===== src/rtl/half_sub.sv =====
// Registered unsigned subtractor: Do = a - b (wrap or clamp-to-zero), Bo = borrow, sticky borrow flag.
// Latency: one clock from in_valid sampled high to out_valid high.
// Backpressure: none; accepts a new operation every cycle.
module half_sub #(
  parameter int WIDTH = 1,
  parameter int SAT   = 0
) (
  input  logic             clk,
  input  logic             rst_n,
  input  logic             in_valid,
  input  logic [WIDTH-1:0] a,
  input  logic [WIDTH-1:0] b,
  input  logic             clr_sticky,
  output logic [WIDTH-1:0] Do,
  output logic             Bo,
  output logic             out_valid,
  output logic             borrow_sticky
);

  // Per-bit signals of the two half-subtractor stages in each cell.
  logic [WIDTH-1:0] hs1_dif;  // first stage difference: a ^ b
  logic [WIDTH-1:0] hs1_bor;  // first stage borrow: ~a & b
  logic [WIDTH-1:0] hs2_bor;  // second stage borrow: ~(a ^ b) & br_in
  logic [WIDTH:0]   br;       // ripple borrow chain, br[0] tied low
  logic [WIDTH-1:0] diff;     // raw modular difference
  logic [WIDTH-1:0] diff_sat; // difference after optional clamp

  // Registered state and next-state.
  logic [WIDTH-1:0] do_q, do_d;
  logic             bo_q, bo_d;
  logic             out_valid_q, out_valid_d;
  logic             sticky_q, sticky_d;

  // Ripple chain of bit cells, each two cascaded half subtractors.
  always_comb begin
    hs1_dif = '0;
    hs1_bor = '0;
    hs2_bor = '0;
    diff    = '0;
    br      = '0;
    for (int i = 0; i < WIDTH; i++) begin
      hs1_dif[i] = a[i] ^ b[i];
      hs1_bor[i] = ~a[i] & b[i];
      diff[i]    = hs1_dif[i] ^ br[i];
      hs2_bor[i] = ~hs1_dif[i] & br[i];
      br[i+1]    = hs1_bor[i] | hs2_bor[i];
    end
  end

  // Clamp to zero on underflow when saturation is selected; borrow is still reported.
  always_comb begin
    diff_sat = diff;
    if ((SAT != 0) && br[WIDTH]) begin
      diff_sat = '0;
    end
  end

  // Next-state: capture only when in_valid so idle operand values never reach state.
  always_comb begin
    do_d        = do_q;
    bo_d        = bo_q;
    sticky_d    = sticky_q;
    out_valid_d = in_valid;
    if (in_valid) begin
      do_d = diff_sat;
      bo_d = br[WIDTH];
    end
    // A borrow on this edge takes priority over a clear request.
    if (in_valid && br[WIDTH]) begin
      sticky_d = 1'b1;
    end else if (clr_sticky) begin
      sticky_d = 1'b0;
    end
  end

  // State registers; reset clears everything immediately and drops any in-flight op.
  always_ff @(posedge clk or negedge rst_n) begin
    if (!rst_n) begin
      do_q        <= '0;
      bo_q        <= 1'b0;
      out_valid_q <= 1'b0;
      sticky_q    <= 1'b0;
    end else begin
      do_q        <= do_d;
      bo_q        <= bo_d;
      out_valid_q <= out_valid_d;
      sticky_q    <= sticky_d;
    end
  end

  assign Do            = do_q;
  assign Bo            = bo_q;
  assign out_valid     = out_valid_q;
  assign borrow_sticky = sticky_q;

endmodule


===== config.mk =====
export PLATFORM = sky130hd
export DESIGN_NAME = half_sub
export DESIGN_NICKNAME = d
export VERILOG_FILES = /design/src/rtl/half_sub.sv
export SDC_FILE = /design/constraint.sdc
export NUM_CORES = 1
export LEC_CHECK = 0
export BUFFER_PORTS_ARGS = -buffer_cell sky130_fd_sc_hd__buf_2
export CAP_MARGIN = 20
export CORE_AREA = 10 10 47 49
export DETAILED_ROUTE_END_ITERATION = 8
export DIE_AREA = 0 0 57 59
export PLACE_DENSITY_LB_ADDON = 0.05
export SETUP_SLACK_MARGIN = 0.4
export SYNTH_ARGS = -nofsm -noshare
export SYNTH_HDL_FRONTEND = slang
export SYNTH_SLANG_ARGS = --single-unit

===== constraint.sdc =====
create_clock -name clk -period 0.95 [get_ports clk]
set_input_delay 0.1425 -clock clk [delete_from_list [all_inputs] [get_ports clk]]
set_output_delay 0.1425 -clock clk [all_outputs]
set_load 0.03 [all_outputs]

==> flow_metrics.env, run 1 <==
export IMPL_status="finished, final reports clean"
export IMPL_drt_pre_antenna_iters=1
export IMPL_start_util_pct=10.8
export IMPL_synth_area_per_cell_um2=11.6
export IMPL_layout_drive_gt1_share_pct=70.4
export IMPL_grt_antenna_before_repair=0
export IMPL_yosysWarnings=0
export IMPL_peakVddDrop_v=0.00104
export IMPL_ctsRootBufferMaster="clkbuf_4"
export IMPL_rows=14
export IMPL_nNetsFinal=36
export IMPL_numPortBuffers=9
export IMPL_post_route_min_period_ns=0.919
export IMPL_setup_violations=0
export IMPL_worstMarginPinSlew_ns=0.107
export IMPL_p_leak_nw=0.144
export IMPL_grt_usage_pct=2.94
export IMPL_hold_path_class="in -> reg"
export IMPL_whs_path_depth=2
export IMPL_reg2reg_setup_slack_ns=0.22
export IMPL_cts_tree="yes"
export IMPL_post_drt_via_cell_ratio=3.16
export IMPL_grt_max_degree=5
export IMPL_crit_chain="buf_6"
export IMPL_synth_area_um2=151
export IMPL_place_ws_ns=0.206
export IMPL_drt_iter0_markers=0
export IMPL_rr_startpoint="Do$_DFFE_PN0P_"
export IMPL_routed_top_layer="met3"
export IMPL_fill_cells=162
export IMPL_cts_max_path_buffers=2
export IMPL_numCtsBuffers=3
export IMPL_netlist_top_cells_area="dfrtp_1 (66%), inv_1 (9.9%), ha_1 (8.3%)"
export IMPL_timing_rr_end="Do$_DFFE_PN0P_"
export IMPL_required_ns=0.81
export IMPL_core_um2=1400
export IMPL_drc=0
export IMPL_hold_start="clr_sticky"
export IMPL_maxSlewViolCount=0
export IMPL_async_reset_ff_share_pct=100
export IMPL_wl_met1_um=150
export IMPL_wl_per_cell_um=9.51
export IMPL_cp_top_family="flip-flops"
export IMPL_worst_setup_path_type="reg -> out"
export IMPL_gp_congestion=0.591
export IMPL_ys_top_cells_by_count="dfrtp_1 (4), inv_1 (4), o21ai_0 (2)"
export IMPL_die_area_um2=3360
export IMPL_syn2layout_area_growth_pct=89.3
export IMPL_drt_total_wl_um=409
export IMPL_p_per_area_nw_per_um2=1820
export IMPL_syn_num_nets=20
export IMPL_critical_path_max_stage_delay_ns=0.40
export IMPL_die_h_um=59
export IMPL_clk_pin_slew_ns=0.04
export IMPL_cp_arrival_ns=0.78
export IMPL_ys_seq_area_share_pct=66.1
export IMPL_wl_met3_um=63
export IMPL_antenna_cells=0
export IMPL_clk_latency_ns=0.23
export IMPL_r2r_cells=3
export IMPL_setup_ws_ns=0.0310
export IMPL_path_max_fanout=2
export IMPL_grt_pass1_wl_um=641
export IMPL_fin_skew_ns=0
export IMPL_min_to="borrow_sticky$_DFFE_PN0P_"
export IMPL_postSynthCellCount=13
export IMPL_worst_hold_slack_ns=0.0782
export IMPL_wl_met2_um=194
export IMPL_critPathBufInv=1
export IMPL_cp_end_kind="primary output"
export IMPL_gr_total_overflow=0
export IMPL_fmax_mhz=1090
export IMPL_pin_count=10
export IMPL_synth_top_cell_by_area="dfrtp_1"
export IMPL_synth_edf_count=0
export IMPL_h_tree_depth=1
export IMPL_relSlewSlack_pct=92.7
export IMPL_post_route_util_pct=20.4
export IMPL_cts_sinks=4
export IMPL_finalHoldViolCount=0
export IMPL_netlist_area_leader_share_pct=66.1
export IMPL_rsz0062_at_grt="true"
export IMPL_vias=136
export IMPL_yosys_most_used_dff="dfrtp_1"
export IMPL_ys_types=6
export IMPL_cap_violations=0
export IMPL_cpMaxStageDelayCell="dfrtp_2"
export IMPL_grt_pass1_vias=154
export IMPL_final_antenna_net_count=0
export IMPL_ys_ff_latch=4
export IMPL_chipWidth_um=57
export IMPL_min_period_over_period_pct=96.7
export IMPL_setup_worst_path_start_class="flop"
==> timing repair <==
item | CTS | global route
hold endpoints to repair | 4 | 0
resized for setup | 8 | 2
endpoints found under the setup margin | 7 | 7
hold buffers | 1 | 0
buffers inserted | 0 | 1
cloned | 0 | 0
==> sequential cells by signal, summed over array words and instances, names as in the netlist <==
register / count
borrow_sticky: 1
Do: 1
out_valid: 1
Bo: 1
==> per-stage QoR <==
step	area [um2]	power (mW)	TNS (ns)	std cells
5_1_grt	287	0.565	-0.00210	43
4_1_cts	279	0.523	0	42
2_1_floorplan	156	0.246	0	13
6_report	287	0.520	0	43
3_5_place_dp	221	0.281	0	38
3_3_place_gp	221	0.282	0	38
==> cell families (layout without fill, tap and decap cells) <==
group | after synthesis | in the layout | share of synthesized area [%]
compound gates | 2 | 2 | 6.61
fa+ha+maj | 1 | 1 | 8.26
buf+inv | 4 | 18 | 9.91
flops | 4 | 4 | 66.1
mux | 1 | 1 | 6.61
simple gates | 1 | 1 | 2.48
==> cell usage in the layout, fill, tap and decap left out <==
cell type	instances
inv_1	2
buf_2	5
inv_2	2
dfrtp_2	4
dlygate4sd3_1	1
o21ai_1	2
buf_4	1
buf_6	4
nand2_1	1
clkbuf_4	3
mux2i_1	1
ha_1	1
==> cell type report <==
| class | instances | area (um2) | area share [%] |
|---|---|---|---|
| inverters | 4 | 15.0 | 5.24 |
| well taps | 16 | 20.0 | 6.99 |
| flip-flops and latches | 4 | 105 | 36.7 |
| clock buffers | 3 | 22.5 | 7.86 |
| multi-input cells | 5 | 36.3 | 12.7 |
| repair buffers | 11 | 87.6 | 30.6 |
==> layer usage <==
metal	track usage [%]	vias to the layer above
met5	0	-
met4	1.01	0
met3	5.15	0
met2	4.03	7
met1	1.78	61
li1	-	68
==> worst max-delay path by stage <==
stage | startpoint | to | slack [ns] | cells past startpoint
after floorplan | Do$_DFFE_PN0P_ | Do$_DFFE_PN0P_ | 0.26 | 2
after global placement | a | Do$_DFFE_PN0P_ | 0.20 | 4
after detailed placement | a | Do$_DFFE_PN0P_ | 0.21 | 4
after CTS | Do$_DFFE_PN0P_ | Do | 0.03 | 1
after global routing | Do$_DFFE_PN0P_ | Do | -0.002 | 1
final | Bo$_DFFE_PN0P_ | Bo | 0.03 | 1
==> report_power, final <==
part / internal, mW / switching (mW) / total, mW
clock network: 0.141 / 0.0652 / 0.206
logic: 0.0557 / 0.0580 / 0.114
registers: 0.189 / 0.0108 / 0.200
No activity file was read; power rests on OpenSTA's default activity.
==> run 2, diff against run 1 <==
CTS_BUF_LIST = sky130_fd_sc_hd__clkbuf_4   (was default)
clock period = 1 ns   (was 0.95 ns; I/O delays follow)
==> run 2 against run 1 <==
  * Power is 3.9% lower
  * Global-route usage is 0.17 points higher
  * Utilization is 1.3 points higher
  * Final cell count is 2.3% higher
  * Clock power is 5% lower
  * Highest routed layer unchanged
  * Combinational power hardly changed
  * Clock-buffer cell count stayed put
  * Cell area is 6.6% higher
  * First-iteration DRC count is 2 higher
  * Worst hold slack better by 0.0054 ns
==> flow_metrics.env, run 2 (synthesis results as in run 1) <==
export IMPL_status="finished, final reports clean"
export IMPL_min_period_over_period_pct=92.9
export IMPL_worst_setup_path_type="reg -> out"
export IMPL_worstMarginPinSlew_ns=0.104
export IMPL_cap_violations=0
export IMPL_cp_depth=1
export IMPL_peakVddDrop_v=0.000764
export IMPL_drt_pre_antenna_iters=2
export IMPL_die_h_um=59
export IMPL_whs_path_depth=2
export IMPL_wl_per_cell_um=9.91
export IMPL_cts_sinks=4
export IMPL_rsz0062_at_grt="true"
export IMPL_cts_max_path_buffers=2
export IMPL_relSlewSlack_pct=92.9
export IMPL_chipWidth_um=57
export IMPL_required_ns=0.85
export IMPL_core_um2=1400
export IMPL_clk_pin_slew_ns=0.04
export IMPL_path_max_fanout=2
export IMPL_p_total_uw=500
export IMPL_mostFrequentLayoutCells="buf_6 (6), buf_2 (5), dfrtp_2 (4)"
export IMPL_drc=0
export IMPL_maxSlewViolCount=0
export IMPL_cp_top_family="flip-flops"
export IMPL_gr_total_overflow=0
export IMPL_grt_pass1_wl_um=696
export IMPL_grt_usage_pct=3.11
export IMPL_tns_ns=0
export IMPL_nNetsFinal=37
export IMPL_vias=145
export IMPL_fin_skew_ns=0
export IMPL_hold_path_class="in -> reg"
export IMPL_rows=14
export IMPL_pin_count=10
export IMPL_cpMaxStageDelayCell="dfrtp_2"
export IMPL_numCtsBuffers=3
export IMPL_regArea_um2=105
export IMPL_drt_total_wl_um=436
export IMPL_setup_worst_path_start_class="flop"
export IMPL_antenna_cells=0
export IMPL_cp_end_kind="primary output"
export IMPL_critical_path_max_stage_delay_ns=0.40
export IMPL_grt_antenna_before_repair=0
export IMPL_crit_chain="buf_6"
export IMPL_final_common_cell="buf_6"
export IMPL_post_route_min_period_ns=0.929
export IMPL_cp_arrival_ns=0.78
export IMPL_p_per_area_nw_per_um2=1640
export IMPL_placed_area_um2=221
export IMPL_ctsRootBufferMaster="clkbuf_4"
export IMPL_h_tree_depth=1
export IMPL_final_antenna_net_count=0
export IMPL_post_drt_via_cell_ratio=3.30
export IMPL_grt_pass1_vias=168
export IMPL_critPathBufInv=1
export IMPL_start_util_pct=10.8
export IMPL_p_leak_nw=0.154
export IMPL_post_route_util_pct=21.8
export IMPL_grt_max_degree=5
export IMPL_finalHoldViolCount=0
export IMPL_clk_latency_ns=0.23
export IMPL_drt_iter0_markers=2
export IMPL_multi_input_area_um2=40.0
export IMPL_gp_congestion=0.620
export IMPL_syn2layout_area_growth_pct=102
export IMPL_dpl_hpwl_um=340
export IMPL_die_area_um2=3360
export IMPL_final_area_um2=305
export IMPL_layout_drive_gt1_share_pct=75.0
export IMPL_fill_cells=164
export IMPL_numPortBuffers=9
export IMPL_r2r_cells=3
export IMPL_cts_tree="yes"
export IMPL_setup_violations=0
export IMPL_fmax_mhz=1080
[run 2: per-layer routing]
layer / up-vias / track usage, % / part of all wire [%] / wire [um]
li1: 70 / - / - / -
met2: 7 / 4.03 / 51 / 221
met4: 0 / 1.01 / 0 / 0
met3: 0 / 4.94 / 11 / 47
met5: - / 0 / 0 / 0
met1: 68 / 2.38 / 38 / 167
[run 2: area by class of cell]
cell class | instances | area share, %
clock buffers | 3 | 7.38
inverters | 4 | 4.92
multi-input cells | 5 | 13.1
flip-flops and latches | 4 | 34.4
well taps | 16 | 6.56
repair buffers | 12 | 33.6
[run 2: final timing paths]
| path | startpoint | end | slack (ns) |
|---|---|---|---|
| setup / recovery | Bo$_DFFE_PN0P_ | Bo | 0.07 |
| hold / removal | clr_sticky | borrow_sticky$_DFFE_PN0P_ | 0.08 |
| setup reg to reg | Bo$_DFFE_PN0P_ | Bo$_DFFE_PN0P_ | 0.28 |
| hold reg to reg | Do$_DFFE_PN0P_ | Do$_DFFE_PN0P_ | 0.54 |
| max in group asynchronous | rst_n | Do$_DFFE_PN0P_ | 0.61 |
| min in group asynchronous | rst_n | borrow_sticky$_DFFE_PN0P_ | 0.25 |
[run 2: what timing repair did]
| action | 4_1_cts | 5_1_grt |
|---|---|---|
| cloned | 0 | 0 |
| hold buffers | 1 | 0 |
| buffers inserted | 2 | 0 |
| setup endpoints to repair | 7 | 7 |
| gates resized for setup | 10 | 3 |
| endpoints found under the hold margin | 4 | 0 |
[run 2: through the flow]
| step | setup WS [ns] | std cells | hold WS (ns) |
|---|---|---|---|
| after global routing | 0.0384 | 44 | 0.0674 |
| after global placement | 0.245 | 38 | -0.0372 |
| after floorplan | 0.307 | 13 | -0.146 |
| final | 0.0710 | 44 | 0.0836 |
| after detailed placement | 0.245 | 38 | -0.0369 |
| after CTS | 0.0744 | 44 | 0.0786 |
[run 2: power breakdown]
part           internal, mW  switching [mW]
clock network         0.134          0.0608
registers             0.180          0.0110
logic                0.0578          0.0567
total                 0.372           0.129
